--- config.mk ---
export PLATFORM = sky130hd
export DESIGN_NAME = control_sequencer_flat
export DESIGN_NICKNAME = d
export VERILOG_FILES = /design/src/rtl/control_sequencer_if.sv /design/src/rtl/control_sequencer.sv /design/src/flat_wrapper.sv
export SDC_FILE = /design/constraint.sdc
export NUM_CORES = 1
export LEC_CHECK = 0
export CORE_AREA = 2 2 84 86
export CTS_CLUSTER_DIAMETER = 200
export CTS_CLUSTER_SIZE = 12
export DETAILED_ROUTE_END_ITERATION = 10
export DIE_AREA = 0 0 86 88
export PLACE_DENSITY = 0.61
export SETUP_SLACK_MARGIN = 0.02
export SYNTH_ARGS = -nofsm -noshare
export SYNTH_HDL_FRONTEND = slang
export SYNTH_SLANG_ARGS = --single-unit
--- constraint.sdc ---
create_clock -name clock -period 1.9 [get_ports clock]
set_clock_uncertainty 0.05 [all_clocks]
set_input_delay 0.285 -clock clock [delete_from_list [all_inputs] [get_ports clock]]
set_output_delay 0.285 -clock clock [all_outputs]
set_load 0.03 [all_outputs]
--- src/rtl/control_sequencer_if.sv ---
// Handshake/decoder/datapath bundle for control_sequencer.
// The irq wire exists only when CONTROL_SEQ_IRQ_EN is defined.
interface control_sequencer_if #(
   parameter int ID_WIDTH   = 7,
   parameter int CTRL_WIDTH = 32
);
   logic [ID_WIDTH-1:0]   id;
   logic                  id_valid;
   logic                  id_ready;
   logic [ID_WIDTH-1:0]   decode_id;
   logic [CTRL_WIDTH-1:0] ctrl_in;
   logic                  is_load;
   logic                  is_store;
   logic                  is_halt;
   logic                  mem_done;
   logic [CTRL_WIDTH-1:0] ctrl_out;
   logic                  mem_write_strobe;
   logic                  reg_write;
   logic                  pc_enable;
   logic                  halted;
   logic                  timeout_err;
`ifdef CONTROL_SEQ_IRQ_EN
   logic                  irq;

   modport slave (
      input  id, id_valid, ctrl_in, is_load, is_store, is_halt, mem_done, irq,
      output id_ready, decode_id, ctrl_out, mem_write_strobe, reg_write,
             pc_enable, halted, timeout_err
   );
   modport master (
      output id, id_valid, ctrl_in, is_load, is_store, is_halt, mem_done, irq,
      input  id_ready, decode_id, ctrl_out, mem_write_strobe, reg_write,
             pc_enable, halted, timeout_err
   );
`else
   modport slave (
      input  id, id_valid, ctrl_in, is_load, is_store, is_halt, mem_done,
      output id_ready, decode_id, ctrl_out, mem_write_strobe, reg_write,
             pc_enable, halted, timeout_err
   );
   modport master (
      output id, id_valid, ctrl_in, is_load, is_store, is_halt, mem_done,
      input  id_ready, decode_id, ctrl_out, mem_write_strobe, reg_write,
             pc_enable, halted, timeout_err
   );
`endif
endinterface

--- src/rtl/control_sequencer.sv ---
// Multi-cycle control sequencer: holds the decoder's control word across ALU, load/store waits and halt.
// Optional CONTROL_SEQ_IRQ_EN: irq injects the SWI ID (72) at IDLE / ALU-boundary accept points.
module control_sequencer #(
   parameter int ID_WIDTH    = 7,
   parameter int CTRL_WIDTH  = 32,
   parameter int MEM_TIMEOUT = 15
) (
   input logic               clock,
   input logic               reset,
   control_sequencer_if.slave bus
);
   localparam int CW = $clog2(MEM_TIMEOUT + 1);
   localparam logic [ID_WIDTH-1:0] SWI_ID = ID_WIDTH'(72);

   typedef enum logic [1:0] {IDLE, EXEC, MEM_WAIT, HALT} state_t;

   state_t        state;
   logic [CW-1:0] wait_cnt;
   logic          load_q;
   logic          alu, open, irq_go, accept, done, abort;

   always_comb begin
      alu    = (state == EXEC) && !bus.is_halt && !bus.is_store && !bus.is_load;
      open   = (state == IDLE) || alu;
`ifdef CONTROL_SEQ_IRQ_EN
      irq_go = open && bus.irq;
`else
      irq_go = 1'b0;
`endif
      accept = open && !irq_go && bus.id_valid;
      // mem_done wins over a timeout landing in the same cycle
      done   = (state == MEM_WAIT) && bus.mem_done;
      abort  = (state == MEM_WAIT) && !bus.mem_done && (wait_cnt == CW'(MEM_TIMEOUT));
   end

   assign bus.id_ready         = open && !irq_go;
   assign bus.mem_write_strobe = (state == EXEC) && !bus.is_halt && bus.is_store;
   assign bus.reg_write        = alu || (done && load_q);
   assign bus.pc_enable        = alu || done || abort;
   assign bus.halted           = (state == HALT);

   always_ff @(posedge clock or posedge reset) begin
      if (reset) begin
         state           <= IDLE;
         bus.decode_id   <= '0;
         bus.ctrl_out    <= '0;
         bus.timeout_err <= 1'b0;
         wait_cnt        <= '0;
         load_q          <= 1'b0;
      end else begin
         case (state)
            IDLE, EXEC: begin
               if (state == EXEC) begin
                  bus.ctrl_out <= bus.ctrl_in;
                  wait_cnt     <= '0;
                  // store outranks load, so a store never writes the register bank
                  load_q       <= bus.is_load && !bus.is_store;
               end
               if (state == EXEC && bus.is_halt)
                  state <= HALT;
               else if (state == EXEC && (bus.is_store || bus.is_load))
                  state <= MEM_WAIT;
               else if (irq_go) begin
                  bus.decode_id <= SWI_ID;
                  state         <= EXEC;
               end else if (accept) begin
                  bus.decode_id <= bus.id;
                  state         <= EXEC;
               end else
                  state <= IDLE;
            end
            MEM_WAIT: begin
               if (done || abort) begin
                  state <= IDLE;
                  if (abort) bus.timeout_err <= 1'b1;
               end else
                  wait_cnt <= wait_cnt + 1'b1;
            end
            default: state <= HALT;
         endcase
      end
   end
endmodule

--- src/flat_wrapper.sv ---
// flat-port wrapper written by rule: the top's interface ports become plain ports
module control_sequencer_flat 
#(
   parameter int ID_WIDTH    = 7,
   parameter int CTRL_WIDTH  = 32,
   parameter int MEM_TIMEOUT = 15
)
  (clock, reset, bus_id, bus_id_valid, bus_ctrl_in, bus_is_load, bus_is_store, bus_is_halt, bus_mem_done, bus_id_ready, bus_decode_id, bus_ctrl_out, bus_mem_write_strobe, bus_reg_write, bus_pc_enable, bus_halted, bus_timeout_err);
  control_sequencer_if #(.ID_WIDTH(ID_WIDTH), .CTRL_WIDTH(CTRL_WIDTH)) bus_i ();
  input logic clock;
  input logic reset;
  input wire logic [$bits(bus_i.id)-1:0] bus_id;
  input wire logic [$bits(bus_i.id_valid)-1:0] bus_id_valid;
  input wire logic [$bits(bus_i.ctrl_in)-1:0] bus_ctrl_in;
  input wire logic [$bits(bus_i.is_load)-1:0] bus_is_load;
  input wire logic [$bits(bus_i.is_store)-1:0] bus_is_store;
  input wire logic [$bits(bus_i.is_halt)-1:0] bus_is_halt;
  input wire logic [$bits(bus_i.mem_done)-1:0] bus_mem_done;
  output wire logic [$bits(bus_i.id_ready)-1:0] bus_id_ready;
  output wire logic [$bits(bus_i.decode_id)-1:0] bus_decode_id;
  output wire logic [$bits(bus_i.ctrl_out)-1:0] bus_ctrl_out;
  output wire logic [$bits(bus_i.mem_write_strobe)-1:0] bus_mem_write_strobe;
  output wire logic [$bits(bus_i.reg_write)-1:0] bus_reg_write;
  output wire logic [$bits(bus_i.pc_enable)-1:0] bus_pc_enable;
  output wire logic [$bits(bus_i.halted)-1:0] bus_halted;
  output wire logic [$bits(bus_i.timeout_err)-1:0] bus_timeout_err;
  assign bus_i.id = bus_id;
  assign bus_i.id_valid = bus_id_valid;
  assign bus_i.ctrl_in = bus_ctrl_in;
  assign bus_i.is_load = bus_is_load;
  assign bus_i.is_store = bus_is_store;
  assign bus_i.is_halt = bus_is_halt;
  assign bus_i.mem_done = bus_mem_done;
  assign bus_id_ready = bus_i.id_ready;
  assign bus_decode_id = bus_i.decode_id;
  assign bus_ctrl_out = bus_i.ctrl_out;
  assign bus_mem_write_strobe = bus_i.mem_write_strobe;
  assign bus_reg_write = bus_i.reg_write;
  assign bus_pc_enable = bus_i.pc_enable;
  assign bus_halted = bus_i.halted;
  assign bus_timeout_err = bus_i.timeout_err;
  control_sequencer #(.ID_WIDTH(ID_WIDTH), .CTRL_WIDTH(CTRL_WIDTH), .MEM_TIMEOUT(MEM_TIMEOUT)) u_core (.clock(clock), .reset(reset), .bus(bus_i));
endmodule
==> results by group <==
Outcome
  • Outcome: finished, final reports clean

Critical path
  • Worst-path maximum fanout: 3
  • CP Data Arrival Time: 1.45 ns
  • Crit path kind: in -> out
  • Required @ worst endpoint: 1.56 ns
  • Setup crit end kind: primary output
  • CP Launch Type: primary input
  • Reg2reg path depth: 3

Pwr
  • Peak supply drop: 0.687 mV
  • Pwr dens: 1760 nW/um^2
  • P_int: 3.32 mW
  • Clk pwr share: 11.8%
  • Psw: 2.12 mW
  • Sequential share of power: 31.9%
  • Sw frac: 39.0%
  • Comb power frac: 56.3%
  • Static leakage: 1.31 nW

Route
  • DRT Pass-1 Iters: 4
  • Via density per instance: 4.46
  • Post-route ant nets: 0
  • Routed WL: 4110 um
  • 1st-iter DRT viols: 79
  • Vias: 1402
  • DR DRC count: 0
  • WL/cell: 13.1 um

Die
  • # IOs: 91
  • Initial cell density of the core: 29.1%
  • Row cnt: 30
  • Die area: 7570 um^2
  • Die height: 88 um
  • Core Region: 6640 um^2
  • Chip Width: 86 um

Timing
  • RSZ-0062 raised after global routing: yes
  • Slew Viols, Final: 0
  • Post-layout min period: 1.79 ns
  • Slew HR: 73.0%
  • Fmax: 560 MHz
  • Setup TNS: 0 ns
  • Final setup vio count: 0
  • Final Cycle Share: 94.0%
  • Final hold vios: 0
  • Min Hold Slack: 0.289 ns
  • Worst Tran Pin Value: 0.405 ns
  • Setup ws final: 0.113 ns

Finish
  • Layout net count: 280
  • Share of cells above drive strength 1: 28.2%
  • Area Growth Syn to Fin: 59.5%
  • Fillers: 638
  • Number of diodes: 0

Global routing
  • Number of global-route vias before repair: 1443
  • All-Layer GR Usage: 11.0%
  • Initial antenna violation count: 0
  • GR Overflow Total: 0
  • Pin count of the biggest net entering global routing: 48
  • First-pass GRT wire length: 6510 um

Synthesis
  • Syn_nets: 183
  • Synth Cell Area: 1930 um^2
  • Post-synth top area share: 60.8%
  • Syn_area_per_cell: 14.2 um^2
  • Register area share after synthesis: 60.8%
  • Synth warn: 0
  • Distinct cell type count after synthesis: 27
  • Synth area leader: dfrtp_1
  • Cells after Synth: 136
  • Largest cells by area after synthesis: dfrtp_1 (61%), mux2_2 (19%), mux2_4 (5.4%)
  • Seq cells post-synth: 47

Clock network
  • Num CTS Buffers: 5
  • Root Driver: clkbuf_8
  • Total clock sinks: 47
  • Clock Latency Late Sink: 0.29 ns
  • Htree depth: 2
  • CTS tree: yes
  • CTS clk-pin slew, worst paths: 0.08 ns
  • CTS max path bufs: 2

Hold path
  • Hold Path Class: in -> async

Placed design
  • Pre-CTS setup slack: -0.215 ns
  • Post-DP HPWL: 2900 um
  • RD Place Congestion: 0.708
  • Buffers on Ports: 90

Run
  • Max_cap viols: 0
==> registers in the layout (all words and copies together) (netlist names), named ones only <==
name / count
u_core.wait_cnt: 4
u_core.bus.ctrl_out: 32
u_core.load_q: 1
u_core.state: 1
u_core.bus.decode_id: 7
u_core.bus.timeout_err: 1
==> placed cells by master, fill, tap and decap left out, types with 4 or more instances in the layout <==
cell type and instances:
buf_4 9, clkbuf_8 7, clkdlybuf4s50_1 82, dfrtp_1 45, dlygate4sd2_1 4, mux2_2 32
mux2_4 7, nand2_1 7, o211ai_1 4, o21ai_0 6
==> kinds of logic (layout without fill, tap and decap cells) <==
kind of cell | Yosys count | in the layout | synth area share (%)
AO/OA/AOI/OAI | 16 | 16 | 5.18
adder cells (fa/ha/maj) | 1 | 1 | 0.647
buffers and inverters | 11 | 109 | 2.85
flip-flops | 47 | 47 | 60.8
multiplexers | 39 | 39 | 24.1
AND/OR/NAND/NOR | 22 | 22 | 6.41
==> path summary, 6_finish.rpt <==
kind,to,slack [ns],from
setup reg to reg,u_core.wait_cnt[3],0.34,flop
min in group clock,u_core.load_q,0.37,bus_is_store
hold / removal,u_core.load_q,0.29,reset
setup / recovery,bus_reg_write,0.11,bus_is_store
max in group asynchronous,asynchronous set/reset pin,1.26,reset
hold reg to reg,u_core.bus.timeout_err,0.45,u_core.bus.timeout_err
==> power groups by stage <==
stage	combinational, mW	clock (mW)	sequential (mW)
6_report	3.06	0.642	1.74
5_1_grt	3.24	0.720	1.80
4_1_cts	3.08	0.680	1.74
3_5_place_dp	3.05	0	1.76
3_3_place_gp	3.03	0	1.76
2_1_floorplan	1.01	0	2.59
==> synth_stat cells <==
cell type  instances
dfrtp_1           47
mux2_2            32
mux2_4             7
nand2_1            7
o21ai_0            7
buf_2              4
inv_1              4
o211ai_1           4
a21oi_1            2
nand2b_1           2
nand3_1            2
nor2_1             2
nor3b_1            2
a211o_1            1
and2_1             1
and3_1             1
buf_6              1
clkbuf_1           1
clkbuf_2           1
ha_1               1
o21bai_1           1
o32ai_1            1
or2_2              1
or2b_1             1
or3_1              1
or3_4              1
or3b_1             1
==> per-layer routing <==
layer  routed length (um)  track usage, %
met5                    0               0
met4                   46            3.75
met3                  320            3.68
met2                 2020            19.0
met1                 1720            12.9
==> cell type report <==
cell class / instances / area, um^2 / share of cell area, %
flip-flops and latches: 47 / 1180 / 38.2
repair buffers: 97 / 963 / 31.2
multi-input cells: 78 / 726 / 23.5
clock buffers: 8 / 100 / 3.25
well taps: 80 / 100 / 3.25
inverters: 4 / 15.0 / 0.487
==> worst max-delay path: stages <==
cell           delay [ns]
dlygate4sd2_1        0.25
or3_4                0.41
or2_4                0.26
o21ai_0              0.07
buf_4                0.18
==> metrics by stage <==
stage	utilization, %	power [mW]	instance area (um^2)	std cells
final	46.4	5.44	3080	314
after global routing	46.4	5.77	3080	314
after CTS	46.1	5.50	3060	313
after detailed placement	44.5	4.81	2950	304
after global placement	44.5	4.78	2950	304
after floorplan	-	3.60	1940	136
==> what timing repair did <==
action	in CTS	in global routing
cloned	0	0
buffers inserted	1	1
pin swaps	2	1
resized for setup	7	4
setup endpoints to repair	5	2
hold buffers	0	0
Note: power is estimated with default switching activity, not from simulation.
